`src/rtl/pixel_read_arbiter.sv`:
```
// Round-robin share of the 1bpp image memory read port among N_REQ pixel requesters.
// Latency: miss = 3 cycles grant->valid, cache hit / out-of-range = 1 cycle.
// Backpressure: req held until the combinational ack; no grants while a miss is in flight. Cache: PIXEL_ARB_CACHE_EN.
module pixel_read_arbiter #(
    parameter int N_REQ     = 4,
    parameter int ROW_BYTES = 80,
    parameter int X_LIMIT   = 640,
    parameter int Y_LIMIT   = 480
) (
    input  logic                clk,
    input  logic                reset,
    input  logic [N_REQ-1:0]    req,
    input  logic [10*N_REQ-1:0] x,
    input  logic [10*N_REQ-1:0] y,
    output logic [N_REQ-1:0]    ack,
    output logic [N_REQ-1:0]    valid,
    output logic                pixel,
    input  logic                invalidate,
    output logic [15:0]         rdaddress,
    input  logic [7:0]          rdata
);

    localparam int IDXW = (N_REQ > 1) ? $clog2(N_REQ) : 1;
    localparam logic [10:0] X_LIM = 11'(X_LIMIT);
    localparam logic [10:0] Y_LIM = 11'(Y_LIMIT);

    typedef enum logic [1:0] {S_IDLE, S_ADDR, S_DATA} state_t;

    state_t            state_q, state_d;
    logic [IDXW-1:0]   rr_ptr_q, rr_ptr_d;
    logic [IDXW-1:0]   idx_q, idx_d;
    logic [2:0]        xbit_q, xbit_d;
    logic [N_REQ-1:0]  valid_q, valid_d;
    logic              pixel_q, pixel_d;
    logic [15:0]       rdaddress_q, rdaddress_d;

    logic              found;
    logic              grant;
    logic [IDXW-1:0]   gnt_idx;
    logic [9:0]        x_sel;
    logic [9:0]        y_sel;
    logic [15:0]       byte_addr;
    logic              oor;
    logic              hit;
    logic              hit_bit;

    // Round-robin search: indices above rr_ptr first, then wrap to the low ones.
    always_comb begin
        found   = 1'b0;
        gnt_idx = '0;
        for (int j = 0; j < N_REQ; j++) begin
            if (!found && req[j] && (j > int'(rr_ptr_q))) begin
                found   = 1'b1;
                gnt_idx = IDXW'(j);
            end
        end
        for (int j = 0; j < N_REQ; j++) begin
            if (!found && req[j] && (j <= int'(rr_ptr_q))) begin
                found   = 1'b1;
                gnt_idx = IDXW'(j);
            end
        end
        x_sel = '0;
        y_sel = '0;
        for (int j = 0; j < N_REQ; j++) begin
            if (IDXW'(j) == gnt_idx) begin
                x_sel = x[10*j +: 10];
                y_sel = y[10*j +: 10];
            end
        end
        byte_addr = 16'(20'(y_sel) * 20'(ROW_BYTES) + 20'(x_sel[9:3]));
        oor       = ({1'b0, x_sel} >= X_LIM) || ({1'b0, y_sel} >= Y_LIM);
        grant     = reset && (state_q == S_IDLE) && found;
        ack       = '0;
        for (int j = 0; j < N_REQ; j++) begin
            ack[j] = grant && (IDXW'(j) == gnt_idx);
        end
    end

`ifdef PIXEL_ARB_CACHE_EN
    logic        cache_valid_q, cache_valid_d;
    logic [15:0] cache_addr_q, cache_addr_d;
    logic [7:0]  cache_data_q, cache_data_d;
    logic        inv_pend_q, inv_pend_d;

    assign hit     = grant && !oor && cache_valid_q && !invalidate && (byte_addr == cache_addr_q);
    assign hit_bit = cache_data_q[x_sel[2:0]];

    // A write seen while a miss is in flight may have changed the byte being fetched.
    always_comb begin
        cache_valid_d = cache_valid_q;
        cache_addr_d  = cache_addr_q;
        cache_data_d  = cache_data_q;
        inv_pend_d    = inv_pend_q;
        if (invalidate) begin
            cache_valid_d = 1'b0;
            if (state_q == S_ADDR) inv_pend_d = 1'b1;
        end
        if (state_q == S_DATA) begin
            cache_valid_d = !(invalidate || inv_pend_q);
            cache_addr_d  = rdaddress_q;
            cache_data_d  = rdata;
            inv_pend_d    = 1'b0;
        end
    end

    always_ff @(posedge clk or negedge reset) begin
        if (!reset) begin
            cache_valid_q <= 1'b0;
            cache_addr_q  <= '0;
            cache_data_q  <= '0;
            inv_pend_q    <= 1'b0;
        end else begin
            cache_valid_q <= cache_valid_d;
            cache_addr_q  <= cache_addr_d;
            cache_data_q  <= cache_data_d;
            inv_pend_q    <= inv_pend_d;
        end
    end
`else
    logic inv_unused;
    assign inv_unused = invalidate;
    assign hit        = 1'b0;
    assign hit_bit    = 1'b0;
`endif

    always_comb begin
        state_d     = state_q;
        rr_ptr_d    = rr_ptr_q;
        idx_d       = idx_q;
        xbit_d      = xbit_q;
        valid_d     = '0;
        pixel_d     = pixel_q;
        rdaddress_d = rdaddress_q;
        case (state_q)
            S_IDLE: begin
                if (grant) begin
                    rr_ptr_d = gnt_idx;
                    idx_d    = gnt_idx;
                    xbit_d   = x_sel[2:0];
                    if (oor) begin
                        valid_d = ack;
                        pixel_d = 1'b0;
                    end else if (hit) begin
                        valid_d = ack;
                        pixel_d = hit_bit;
                    end else begin
                        rdaddress_d = byte_addr;
                        state_d     = S_ADDR;
                    end
                end
            end
            S_ADDR: state_d = S_DATA;
            S_DATA: begin
                pixel_d = rdata[xbit_q];
                for (int j = 0; j < N_REQ; j++) begin
                    valid_d[j] = (IDXW'(j) == idx_q);
                end
                state_d = S_IDLE;
            end
            default: state_d = S_IDLE;
        endcase
    end

    always_ff @(posedge clk or negedge reset) begin
        if (!reset) begin
            state_q     <= S_IDLE;
            rr_ptr_q    <= IDXW'(N_REQ - 1);
            idx_q       <= '0;
            xbit_q      <= '0;
            valid_q     <= '0;
            pixel_q     <= 1'b0;
            rdaddress_q <= '0;
        end else begin
            state_q     <= state_d;
            rr_ptr_q    <= rr_ptr_d;
            idx_q       <= idx_d;
            xbit_q      <= xbit_d;
            valid_q     <= valid_d;
            pixel_q     <= pixel_d;
            rdaddress_q <= rdaddress_d;
        end
    end

    assign valid     = valid_q;
    assign pixel     = pixel_q;
    assign rdaddress = rdaddress_q;

endmodule

```
`config.mk`:
```
export PLATFORM = sky130hd
export DESIGN_NAME = pixel_read_arbiter
export DESIGN_NICKNAME = d
export VERILOG_FILES = /design/src/rtl/pixel_read_arbiter.sv
export SDC_FILE = /design/constraint.sdc
export NUM_CORES = 1
export LEC_CHECK = 0
export BUFFER_PORTS_ARGS = -buffer_cell sky130_fd_sc_hd__buf_2
export CORE_MARGIN = 4
export CORE_UTILIZATION = 50
export DETAILED_ROUTE_END_ITERATION = 8
export MAX_ROUTING_LAYER = met4
export PLACE_DENSITY = 0.84
export SETUP_SLACK_MARGIN = 0.05
export SLEW_MARGIN = 20
export SYNTH_ARGS = -nofsm -noshare
export SYNTH_HDL_FRONTEND = slang
export SYNTH_SLANG_ARGS = --single-unit
```
`constraint.sdc`:
```
create_clock -name clk -period 11.7 [get_ports clk]
set_input_delay 2.34 -clock clk [delete_from_list [all_inputs] [get_ports clk]]
set_output_delay 2.34 -clock clk [all_outputs]
set_load 0.01 [all_outputs]
```
==> run metrics <==
run status=completed; hold crit path type=reg -> reg; post-CTS sizing=0; WL/cell=16.0 um; largest net degree at the start of global routing=33; Post-Synthesis Cells=292; sequential power share=0.186; drt drc=0; Top-Level Pins=120; clock sinks=30; P_sw=0.502 mW; Critical Path, Cell by Cell=buf_2 > nor2b_2 > o21ai_1 > and3_1 > nor2b_1 > o21ai_0 > ha_1 > ha_1 > fa_1 > a21o_1 > a21oi_1 > o21bai_1 > a21oi_1 > xor2_1 > nor3_1 > xnor2_1 > mux2_4; total grt overflow=0; later-pin clock latency in the skew report=280 ps; Worst slew margin=0.546; DIE WIDTH=81.7 um; final hold viol count=0; Cell Count Post-Placement=466; Combinational Power Share=0.736; Post-synth top flop=dfrtp_1; Worst setup SP type=input port; Power Density=315 mW/mm2; Worst Path Required=11860 ps; sequential-to-total area share from yosys stat=0.278; global placer's final weighted congestion=0.867; fin worst setup slack=5390 ps; clk buf depth=2; synthesis warning total=0; final core utilization=0.657; Post-synth EDFFs=0; Worst path top cell family by delay=compound AO/OA/AOI/OAI gates; core box area=0.00517 mm2; Net Sw Frac=0.469; Post-Syn Area=0.00271 mm2; Initial DRT Pass Iterations=5; Die Ht=81.7 um; fin nets=519; register bit total from synthesis=30; via count=2726; depth of the CTS H-tree=2; clock network power share=0.079; Buf/Inv on CP=1; Setup Skew=6.69 ps; row count=26; antenna viol nets, final=0; DR vias/cell=5.75; die area=0.00667 mm2; ant diodes=0; syn_area_per_cell=9.29 um2; Critical Path Sink Type=flop; final cell count without fillers=474; actual slew at the worst max-slew pin=680 ps; Synth cell types=59; Place WS=5110 ps; Syn Nets=408; final setup TNS=0 ps; commonest non-fill, non-tap cells in the layout=118 x buf_2, 28 x dfrtp_1, 22 x a22oi_1; Initial Util=0.524; Layout area overhead=25.3%; max_cap viols=0; commonest non-fill, non-tap cell in the layout=buf_2; critical path class=in -> reg; drt first-iter violations=261; minimum hold slack=483 ps; Setup Buffers After CTS=0; Fmax=0.159 GHz; multiplexer share of the synthesized area=0.0992; fin crit period=6310 ps; first-pass GRT wire length=12100 um; cts hold-fix bufs=0; max-slew violations=0; cell-internal power=0.568 mW; Lkg Pwr=1.72 nW; Final Cycle Share=0.539; largest family of logic cells by synthesized area=compound AO/OA/AOI/OAI gates; I/O Buffers=118; root buffer cell=clkbuf_8; CTS tree=done; RSZ-0062 raised after global routing=false; Post-Synth Simple-Gate Area=0.137; Final setup viols=0; CP max FO=15; initial antenna violation count=0; asr flop ratio synth=1.00; Peak supply drop=0.000108 V; adder-cell share of the synthesized area=0.102; Tot GR Track Use=0.242; CP max stage delay=410 ps; CTS Buf Count=5; vias in the first global route=2608; final WL=7600 um; layout cell share with drive strength beyond 1=0.403; slowest CP cell=fa_1; complex-gate fraction of the synthesized area=0.271; crit path DAT=6460 ps; Synth Area in XOR/XNOR=0.0544; DP HPWL=6000 um; Clock transition at path regs=60 ps
-- kinds of logic (layout without fill, tap and decap cells) --
logic type                 count (synthesis)  after routing
AOI/OAI and AO/OA                        100            100
buffers and inverters                     31            143
muxes                                     20             20
xor gates and xnor gates                  16             16
adders and majority gates                 21             21
DFF                                       30             30
and+or+nand+nor                           74             74
-- metrics by stage --
stage	cell area [um2]	total power [mW]
after CTS	3400	1.07
final	3400	1.07
after global placement	3310	0.947
after floorplan	2710	0.804
after global routing	3400	1.18
after detailed placement	3310	0.979
-- flip-flops by register name, indices dropped and copies added, names as in the netlist --
name and flops:
state_q 2, valid 4, rdaddress 16, idx_q 2, pixel 1, xbit_q 3, rr_ptr_q 2
-- Yosys cell counts, drive strengths merged, types with 2 or more instances --
cell,number,area (um2)
a31oi,3,18.8
a211oi,3,22.5
xor2,7,68.8
and3,5,31.3
a21oi,12,71.3
mux2,14,184
mux2i,4,40.0
nor2b,7,46.3
a22oi,24,190
ha,19,238
o21bai,3,22.5
o2bb2ai,2,17.5
a22o,2,17.5
nand3,9,45.0
buf,11,85.1
a21o,6,45.0
nand2,20,75.1
dfrtp,28,701
xnor2,9,78.8
and2,2,12.5
nor3,5,25.0
fa,2,40.0
a21boi,2,15.0
o221a,3,33.8
nor2,17,63.8
o221ai,2,35.0
a2bb2oi,2,17.5
mux4,2,45.0
dfstp,2,52.6
clkbuf,5,18.8
a32oi,3,26.3
o21a,3,22.5
o22ai,3,18.8
o21ai,22,114
nand2b,2,12.5
inv,15,56.3
-- metal layers --
metal	wire length (um)	vias up	GRT usage
met3	516	10	0.0252
li1	-	1319	-
met4	108	0	0.0714
met5	0	-	-
met2	3660	117	0.410
met1	3310	1280	0.305
-- final timing paths --
check                             from       endpoint  slack, ps  cells past startpoint
setup / recovery                req[3]  rdaddress[15]       5390                     17
hold / removal              state_q[1]     state_q[1]        480                      1
setup reg to reg           rr_ptr_q[1]  rdaddress[15]       6920                     17
hold reg to reg             state_q[1]     state_q[1]        480                      1
max in group asynchronous        reset  rdaddress[10]       9160                      1
min in group asynchronous        reset   rdaddress[0]       2100                      1
-- power groups by stage --
stage | sequential, mW | clock [mW] | combinational [mW]
4_1_cts | 0.199 | 0.0853 | 0.786
3_5_place_dp | 0.200 | 0 | 0.779
2_1_floorplan | 0.203 | 0 | 0.601
3_3_place_gp | 0.197 | 0 | 0.750
6_report | 0.199 | 0.0841 | 0.787
5_1_grt | 0.207 | 0.0903 | 0.879
-- area by class of cell --
type	instances	area [um2]
fillers	428	1770
multi-input cells	231	1810
flip-flops and latches	30	753
clock inverters	1	5.00
well taps	70	87.6
clock buffers	7	86.3
inverters	15	56.3
repair buffers	120	606
Note: power is estimated with default switching activity, not from simulation.
